--- src/rtl/alu_cmd_issuer_if.sv ---
// Command, response and ALU-operand bundle between the issuer and its environment.
// master = issuer side, slave = command source / response sink / external ALU.
interface alu_cmd_issuer_if #(
    parameter int DATA_W = 32
);
    logic              cmd_valid;
    logic              cmd_ready;
    logic              cmd_kind;
    logic [3:0]        cmd_op;
    logic [2:0]        cmd_rd;
    logic [2:0]        cmd_rs1;
    logic [2:0]        cmd_rs2;
    logic [DATA_W-1:0] cmd_imm;

    logic [DATA_W-1:0] alu_a;
    logic [DATA_W-1:0] alu_b;
    logic [3:0]        alu_op;
    logic [DATA_W-1:0] alu_result;
    logic              alu_zero;

    logic              rsp_valid;
    logic              rsp_ready;
    logic [DATA_W-1:0] rsp_data;
    logic              rsp_zero;
    logic [2:0]        rsp_rd;

    modport master (
        input  cmd_valid, cmd_kind, cmd_op, cmd_rd, cmd_rs1, cmd_rs2, cmd_imm,
        output cmd_ready,
        output alu_a, alu_b, alu_op,
        input  alu_result, alu_zero,
        output rsp_valid, rsp_data, rsp_zero, rsp_rd,
        input  rsp_ready
    );

    modport slave (
        output cmd_valid, cmd_kind, cmd_op, cmd_rd, cmd_rs1, cmd_rs2, cmd_imm,
        input  cmd_ready,
        input  alu_a, alu_b, alu_op,
        output alu_result, alu_zero,
        input  rsp_valid, rsp_data, rsp_zero, rsp_rd,
        output rsp_ready
    );
endinterface

--- src/rtl/alu_cmd_issuer.sv ---
// Register-file command issuer for an external combinational ALU: IDLE -> EXEC -> RESP.
// Response one cycle after command accept; rsp_* held while rsp_ready low, no new command meanwhile.
module alu_cmd_issuer #(
    parameter int DATA_W = 32,
    parameter int CNT_W  = 16
) (
    input  logic             clk,
    input  logic             rst,
    alu_cmd_issuer_if.master bus,
    output logic             busy,
    output logic [CNT_W-1:0] done_count
);
    typedef enum logic [1:0] {
        IDLE = 2'd0,
        EXEC = 2'd1,
        RESP = 2'd2
    } state_t;

    state_t            state;
    logic [DATA_W-1:0] regs [8];

    logic              kind_q;
    logic [3:0]        op_q;
    logic [2:0]        rd_q;
    logic [2:0]        rs1_q;
    logic [2:0]        rs2_q;
    logic [DATA_W-1:0] imm_q;

    logic              rsp_valid_q;
    logic [DATA_W-1:0] rsp_data_q;
    logic              rsp_zero_q;
    logic [2:0]        rsp_rd_q;

    logic [DATA_W-1:0] wb_val;
    logic              wb_zero;

    // r0 is never written, but the read mux makes the hardwired zero explicit
    assign bus.alu_a  = (rs1_q == 3'd0) ? '0 : regs[rs1_q];
    assign bus.alu_b  = (rs2_q == 3'd0) ? '0 : regs[rs2_q];
    assign bus.alu_op = op_q;

    assign wb_val  = kind_q ? imm_q : bus.alu_result;
    assign wb_zero = kind_q ? (imm_q == '0) : bus.alu_zero;

    assign bus.cmd_ready = (state == IDLE);
    assign busy          = (state != IDLE);
    assign bus.rsp_valid = rsp_valid_q;
    assign bus.rsp_data  = rsp_data_q;
    assign bus.rsp_zero  = rsp_zero_q;
    assign bus.rsp_rd    = rsp_rd_q;

    always_ff @(posedge clk) begin
        if (rst) begin
            state       <= IDLE;
            for (int i = 0; i < 8; i++) begin
                regs[i] <= '0;
            end
            kind_q      <= 1'b0;
            op_q        <= 4'd0;
            rd_q        <= 3'd0;
            rs1_q       <= 3'd0;
            rs2_q       <= 3'd0;
            imm_q       <= '0;
            rsp_valid_q <= 1'b0;
            rsp_data_q  <= '0;
            rsp_zero_q  <= 1'b0;
            rsp_rd_q    <= 3'd0;
            done_count  <= '0;
        end else begin
            case (state)
                IDLE: begin
                    if (bus.cmd_valid) begin
                        kind_q <= bus.cmd_kind;
                        op_q   <= bus.cmd_op;
                        rd_q   <= bus.cmd_rd;
                        rs1_q  <= bus.cmd_rs1;
                        rs2_q  <= bus.cmd_rs2;
                        imm_q  <= bus.cmd_imm;
                        state  <= EXEC;
                    end
                end
                EXEC: begin
                    // write-back lands before the next accept, so back-to-back hazards need no bypass
                    if (rd_q != 3'd0) begin
                        regs[rd_q] <= wb_val;
                    end
                    rsp_data_q  <= wb_val;
                    rsp_zero_q  <= wb_zero;
                    rsp_rd_q    <= rd_q;
                    rsp_valid_q <= 1'b1;
                    state       <= RESP;
                end
                RESP: begin
                    if (bus.rsp_ready) begin
                        rsp_valid_q <= 1'b0;
                        done_count  <= done_count + CNT_W'(1);
                        state       <= IDLE;
                    end
                end
                default: begin
                    state <= IDLE;
                end
            endcase
        end
    end
endmodule
--- src/flat_wrapper.sv ---
// flat-port wrapper written by rule: the top's interface ports become plain ports
module alu_cmd_issuer_flat 
#(
    parameter int DATA_W = 32,
    parameter int CNT_W  = 16
)
  (clk, rst, busy, done_count, bus_cmd_valid, bus_cmd_kind, bus_cmd_op, bus_cmd_rd, bus_cmd_rs1, bus_cmd_rs2, bus_cmd_imm, bus_cmd_ready, bus_alu_a, bus_alu_b, bus_alu_op, bus_alu_result, bus_alu_zero, bus_rsp_valid, bus_rsp_data, bus_rsp_zero, bus_rsp_rd, bus_rsp_ready);
  alu_cmd_issuer_if #(.DATA_W(DATA_W)) bus_i ();
  input  logic clk;
  input  logic rst;
  output logic busy;
  output logic [CNT_W-1:0] done_count;
  input wire logic [$bits(bus_i.cmd_valid)-1:0] bus_cmd_valid;
  input wire logic [$bits(bus_i.cmd_kind)-1:0] bus_cmd_kind;
  input wire logic [$bits(bus_i.cmd_op)-1:0] bus_cmd_op;
  input wire logic [$bits(bus_i.cmd_rd)-1:0] bus_cmd_rd;
  input wire logic [$bits(bus_i.cmd_rs1)-1:0] bus_cmd_rs1;
  input wire logic [$bits(bus_i.cmd_rs2)-1:0] bus_cmd_rs2;
  input wire logic [$bits(bus_i.cmd_imm)-1:0] bus_cmd_imm;
  output wire logic [$bits(bus_i.cmd_ready)-1:0] bus_cmd_ready;
  output wire logic [$bits(bus_i.alu_a)-1:0] bus_alu_a;
  output wire logic [$bits(bus_i.alu_b)-1:0] bus_alu_b;
  output wire logic [$bits(bus_i.alu_op)-1:0] bus_alu_op;
  input wire logic [$bits(bus_i.alu_result)-1:0] bus_alu_result;
  input wire logic [$bits(bus_i.alu_zero)-1:0] bus_alu_zero;
  output wire logic [$bits(bus_i.rsp_valid)-1:0] bus_rsp_valid;
  output wire logic [$bits(bus_i.rsp_data)-1:0] bus_rsp_data;
  output wire logic [$bits(bus_i.rsp_zero)-1:0] bus_rsp_zero;
  output wire logic [$bits(bus_i.rsp_rd)-1:0] bus_rsp_rd;
  input wire logic [$bits(bus_i.rsp_ready)-1:0] bus_rsp_ready;
  assign bus_i.cmd_valid = bus_cmd_valid;
  assign bus_i.cmd_kind = bus_cmd_kind;
  assign bus_i.cmd_op = bus_cmd_op;
  assign bus_i.cmd_rd = bus_cmd_rd;
  assign bus_i.cmd_rs1 = bus_cmd_rs1;
  assign bus_i.cmd_rs2 = bus_cmd_rs2;
  assign bus_i.cmd_imm = bus_cmd_imm;
  assign bus_cmd_ready = bus_i.cmd_ready;
  assign bus_alu_a = bus_i.alu_a;
  assign bus_alu_b = bus_i.alu_b;
  assign bus_alu_op = bus_i.alu_op;
  assign bus_i.alu_result = bus_alu_result;
  assign bus_i.alu_zero = bus_alu_zero;
  assign bus_rsp_valid = bus_i.rsp_valid;
  assign bus_rsp_data = bus_i.rsp_data;
  assign bus_rsp_zero = bus_i.rsp_zero;
  assign bus_rsp_rd = bus_i.rsp_rd;
  assign bus_i.rsp_ready = bus_rsp_ready;
  alu_cmd_issuer #(.DATA_W(DATA_W), .CNT_W(CNT_W)) u_core (.clk(clk), .rst(rst), .bus(bus_i), .busy(busy), .done_count(done_count));
endmodule
--- config.mk ---
export PLATFORM = sky130hd
export DESIGN_NAME = alu_cmd_issuer_flat
export DESIGN_NICKNAME = d
export VERILOG_FILES = /design/src/rtl/alu_cmd_issuer_if.sv /design/src/rtl/alu_cmd_issuer.sv /design/src/flat_wrapper.sv
export SDC_FILE = /design/constraint.sdc
export NUM_CORES = 1
export LEC_CHECK = 0
export ABC_AREA = 1
export CAP_MARGIN = 20
export CELL_PAD_IN_SITES_DETAIL_PLACEMENT = 1
export CELL_PAD_IN_SITES_GLOBAL_PLACEMENT = 2
export CORE_ASPECT_RATIO = 2
export CORE_MARGIN = 1.5
export CORE_UTILIZATION = 31
export DETAILED_ROUTE_END_ITERATION = 10
export PLACE_DENSITY_LB_ADDON = 0.1
export SETUP_SLACK_MARGIN = 0.1
export SYNTH_ARGS = -nofsm -noshare
export SYNTH_HDL_FRONTEND = slang
export SYNTH_SLANG_ARGS = --single-unit
--- constraint.sdc ---
create_clock -name clk -period 2.7 [get_ports clk]
set_clock_uncertainty 0.2 [all_clocks]
set_input_delay 0.54 -clock clk [delete_from_list [all_inputs] [get_ports clk]]
set_output_delay 0.54 -clock clk [all_outputs]
set_load 0.005 [all_outputs]
Yosys cells after proc, flatten, opt, wreduce, memory -nomap -nowiden
Memories as Yosys holds them, arrays and structs flattened. A register that Yosys moved wholly into a read port is not among the register bits.
Index checks and enable logic that the tools add are counted.

storage, ports and cells
  register bits = 101
  output and inout bits = 123
  RAM bits = 256
  ROM bits = 0
  memories = 1
  input bits = 83
  bits in latches = 0

memories
  memory       depth  width  read ports  clocked after memory_dff  write ports  line                  RTL
  u_core.regs  8      32     2           2                         8            alu_cmd_issuer.sv:20  logic [DATA_W-1:0] regs [8];

cells by class
  muxes and demuxes = 22
  shift operators = 0
  order comparisons = 0
  reduce and logical (&&, ||, !) cells = 12
  bitwise gates (word level) = 0
  add/subtract/negate cells = 1
  equal/unequal tests = 4
  divide/modulo/power cells = 0
  multiply operators = 0

operators with widths
  operator                 number
  $mux W32                 4
  $logic_not A32 Y1        1
  $reduce_or A32 Y1        1
  $add A16 B1 Y16 const B  1
  $mux W3                  5
  $mux W1                  9
  $reduce_and A2 Y1        4
  $logic_not A3 Y1         2
  $pmux W2 S3              1
  $mux W2                  2
  $ne A2 B2 Y1 const B     2
  $reduce_bool A2 Y1       2
  $reduce_bool A3 Y1       1
  $eq A2 B1 Y1 const B     1
  $eq A2 B2 Y1 const B     1
  $logic_not A2 Y1         1
  $pmux W1 S2              1

Logic depth before layout (Yosys ltp)
  depth in word-level cells = 7
  mapped depth = 9
  depth with buffers taken out = 9

Worst setup path before layout
Ideal clock, no wire load.

  kind = in2reg
  start = input port rst
  end = memory u_core.regs[1][0], enable pin
  buffers on the path = 2
  arrival = 1.789 ns
  setup time = 0.478 ns
  cell stages on the path = 4
  slack = 0.233 ns
  path through = inv_1 > clkbuf_1 > clkbuf_1 > nand2_1

RTL lines
  item             line                  RTL
  start, declared  flat_wrapper.sv:10    input logic rst;
  end, declared    alu_cmd_issuer.sv:20

==> flow_metrics.tcl <==
set metrics [dict create \
    hold_class "flip-flop to flip-flop" \
    seq_area_um2 9850 \
    startpoint_type "flip-flop" \
    antenna_found_initial 0 \
    cp_max_fo 7 \
    reg2reg_slack_ns 0.60 \
    clk_path_buf_depth 3 \
    design_area_um2 25500 \
    initial_core_util_pct 31.4 \
    synth_xor_area_share_pct 0.0497 \
    async_reset_ff_share_pct 0 \
    synth_edf_count 256 \
    wirelength_um 78800 \
    pwr-share-clk_pct 34.0 \
    synth-simple-area-share_pct 17.8 \
    outcome "finished with violations" \
    ys_top_cells_by_count "nor2_1 (497), o21ai_0 (340), edfxtp_1 (256)" \
    via_per_inst 5.26 \
    synth.area.top_cells "edfxtp_1 (44%), dfxtp_1 (12%), nor2_1 (11%)" \
    synth_area_um2 17600 \
    die_y_um 340 \
    drtPass1Iterations 4 \
    dr.first_iter.drc_count 788 \
    synth_compound_area_share_pct 18.8 \
    synthToLayoutAreaGrowth_pct 44.6 \
    core_um2 56200 \
    vias 16974 \
    grt-ovfl-total 0 \
    rsz0062_at_grt "yes" \
    htree_levels 2 \
    slew_violations 0 \
    yosysWarningCount 0 \
    nNetsFinal 2535 \
    p_int_mw 11.1 \
    synth_top_family_by_area "compound AO/OA/AOI/OAI gates" \
    ios 206 \
    synth_adder_area_share_pct 0.0710 \
    cts_buffers 36 \
    switching_share_pct 29.8 \
    min_from "u_core.imm_q[21]" \
    clkTransAtPathRegs_ns 0.07 \
    port_buffers 205 \
    synthCells 2108 \
    finalWorstPathRequiredPeriod_ns 2.88 \
    post-synth-top-count-cell "nor2_1" \
    muxShareOfSynthArea_pct 0.568 \
    arrival_ns 2.14 \
    dieArea_um2 58300 \
    syn_avg_cell_area_um2 8.35 \
    drv_cap 0 \
    post-place-cells 3053 \
    worstSetupPathType "flip-flop to output pin" \
    setup_slack_ns -0.185 \
    r2r_cells 6 \
    avgRoutedWirePerCell_um 24.4 \
    yosysTopAreaCell "edfxtp_1" \
    period_share_pct 107 \
    synth_cell_types 27 \
    multi_input_area_um2 7490 \
    floorplan.rows 123 \
    die_width_um 172 \
    diodes 0 \
    ir_drop_uv 405 \
    cts.sinks 363 \
    power.density_nw_per_um2 621 \
    worst_pin_slew_ns 0.672 \
    hold_viol_final 0 \
    fmax_mhz 347 \
    drc 0 \
    synth_flop_cell "edfxtp_1" \
    violations "setup timing" \
    r2r_start "u_core.state[1]" \
    placed_area_um2 21400 \
    stdcell_count 3227 \
    rr_endpoint "u_core.regs[2][7]" \
    grt_pass1_vias 18270 \
    hpwlAfterDp_um 44700 \
    clkLatencyLatePin_ns 0.54 \
    synth_top_area_share_pct 43.7 \
    ant_nets 0 \
    pwr-share-comb_pct 25.5 \
    finalSetupViolCount 54 \
    min_to "u_core.imm_q[21]" \
    final_util_pct 45.3 \
    seqPwrFrac_pct 40.5 \
    seq_area_frac_synth_pct 55.8 \
    drive_above_1_share_pct 22.2 \
    power_mw 15.8 \
    grt_max_degree 71 \
    hold-path-cell-count 2 \
    p_sw_mw 4.71 \
    relSlewSlack_pct 55.1 \
    worst_ep_required_time_ns 1.96 \
    nFillCells 6372 \
    cts_hold_buffers 0 \
    grt_pass1_wl_um 112000 \
    ys_ff_latch 363 \
    cts_tree "done" \
    cp-end-kind "output pin" \
    ctsRootBufferMaster "clkbuf_16" \
    gr-usage-all-layers_pct 26.1 \
    gp_congestion 0.789 \
    p_leak_nw 9.81 \
]
## layer usage
layer  vias to the layer above  wire [um]  GRT usage, %
met5                         -          0             0
met4                         0       4450          12.5
met3                       202       3950          4.34
met2                       514      41300          48.5
met1                      8432      29100          28.2
li1                       7826          -             -
## critical path, cell delays in order (launching register included)
cell and delay [ns]:
dfxtp_4 0.49, buf_12 0.19, buf_8 0.12, buf_8 0.12, o211ai_1 0.11, nand3_2 0.12
nand2_2 0.06, nor2_2 0.24, buf_6 0.14
## flip-flops by register name (all words and copies together), names as in the netlist, named ones only
register / count
u_core.bus.alu_op: 4
u_core.bus.rsp_data: 32
u_core.bus.rsp_rd: 3
u_core.bus.rsp_valid: 1
u_core.bus.rsp_zero: 1
u_core.done_count: 16
u_core.imm_q: 32
u_core.kind_q: 1
u_core.rd_q: 3
u_core.regs: 256
u_core.rs1_q: 3
u_core.rs2_q: 3
u_core.state: 2
## metrics by stage
| stage | worst slack, ns | hold WS, ns | setup TNS [ns] |
|---|---|---|---|
| 2_1_floorplan | 0.233 | 0.244 | 0 |
| 3_3_place_gp | -0.0382 | 0.254 | -0.0382 |
| 3_5_place_dp | -0.0134 | 0.261 | -0.0134 |
| 4_1_cts | -0.173 | 0.277 | -4.71 |
| 5_1_grt | -0.267 | 0.302 | -8.79 |
| 6_report | -0.185 | 0.272 | -4.22 |
## final cells by class
type / instances / share of cell area [%]
sequential: 363 / 38.7
clock buffer: 43 / 3.73
clock inverter: 21 / 1.03
multi-input combinational: 1470 / 29.4
timing repair buffer: 435 / 21.3
tap: 750 / 3.68
inverter: 145 / 2.15
## cells by family (layout without fill, tap and decap cells)
logic type / Yosys count / count (layout)
buffers and inverters: 306 / 644
muxes: 10 / 10
AOI/OAI and AO/OA: 629 / 629
other: 1 / 32
xor gates and xnor gates: 1 / 1
adders and majority gates: 1 / 1
DFF: 363 / 363
and+or+nand+nor: 797 / 797
## cells in the final DEF, fill, tap and decap left out, types with 4 or more instances in the layout
cell type,synthesis,layout
buf_12,0,54
buf_4,1,88
clkinvlp_4,0,4
o211ai_1,64,64
nor2_4,1,8
clkbuf_1,101,5
dfxtp_4,0,4
conb_1,1,32
clkdlybuf4s50_1,0,140
inv_1,145,142
nor3_1,6,6
o21ai_1,22,189
nand2_2,0,22
nand3_1,74,68
nand3_2,0,6
a21oi_1,199,112
clkinv_2,0,5
o21ai_2,0,26
buf_16,0,33
nor2_1,497,455
bufinv_16,0,6
o21ai_0,340,144
clkbuf_16,0,60
clkinv_1,0,5
nor2_2,0,35
a21oi_4,0,12
mux2i_1,10,10
buf_6,0,21
dfxtp_1,107,100
edfxtp_1,256,256
a21oi_2,0,75
buf_2,36,57
nand2_1,208,184
buf_8,0,14
nand4_1,7,7
## timing repair
item	in CTS	in global routing
pin swaps	131	124
gates cloned	31	25
endpoints found under the setup margin	64	64
buffers inserted	41	21
resized for setup	605	173
## worst max path at each step
stage	to	cells past startpoint	start
after floorplan	u_core.regs[1][0]	4	rst
after global placement	bus_alu_a[0]	7	flip-flop
after detailed placement	bus_alu_a[0]	7	flip-flop
after CTS	bus_alu_a[13]	10	flip-flop
after global routing	bus_alu_a[10]	10	flip-flop
final	bus_alu_b[9]	8	flip-flop
## power by group through the flow
stage / registers (mW) / clock network [mW] / logic, mW
floorplan: 6.44 / 0 / 1.40
global placement: 6.50 / 0 / 2.98
detailed placement: 6.52 / 0 / 3.01
CTS: 6.40 / 5.48 / 3.68
global route: 6.44 / 5.66 / 4.31
finish: 6.41 / 5.38 / 4.03
Power figures use the tool's default switching activity.
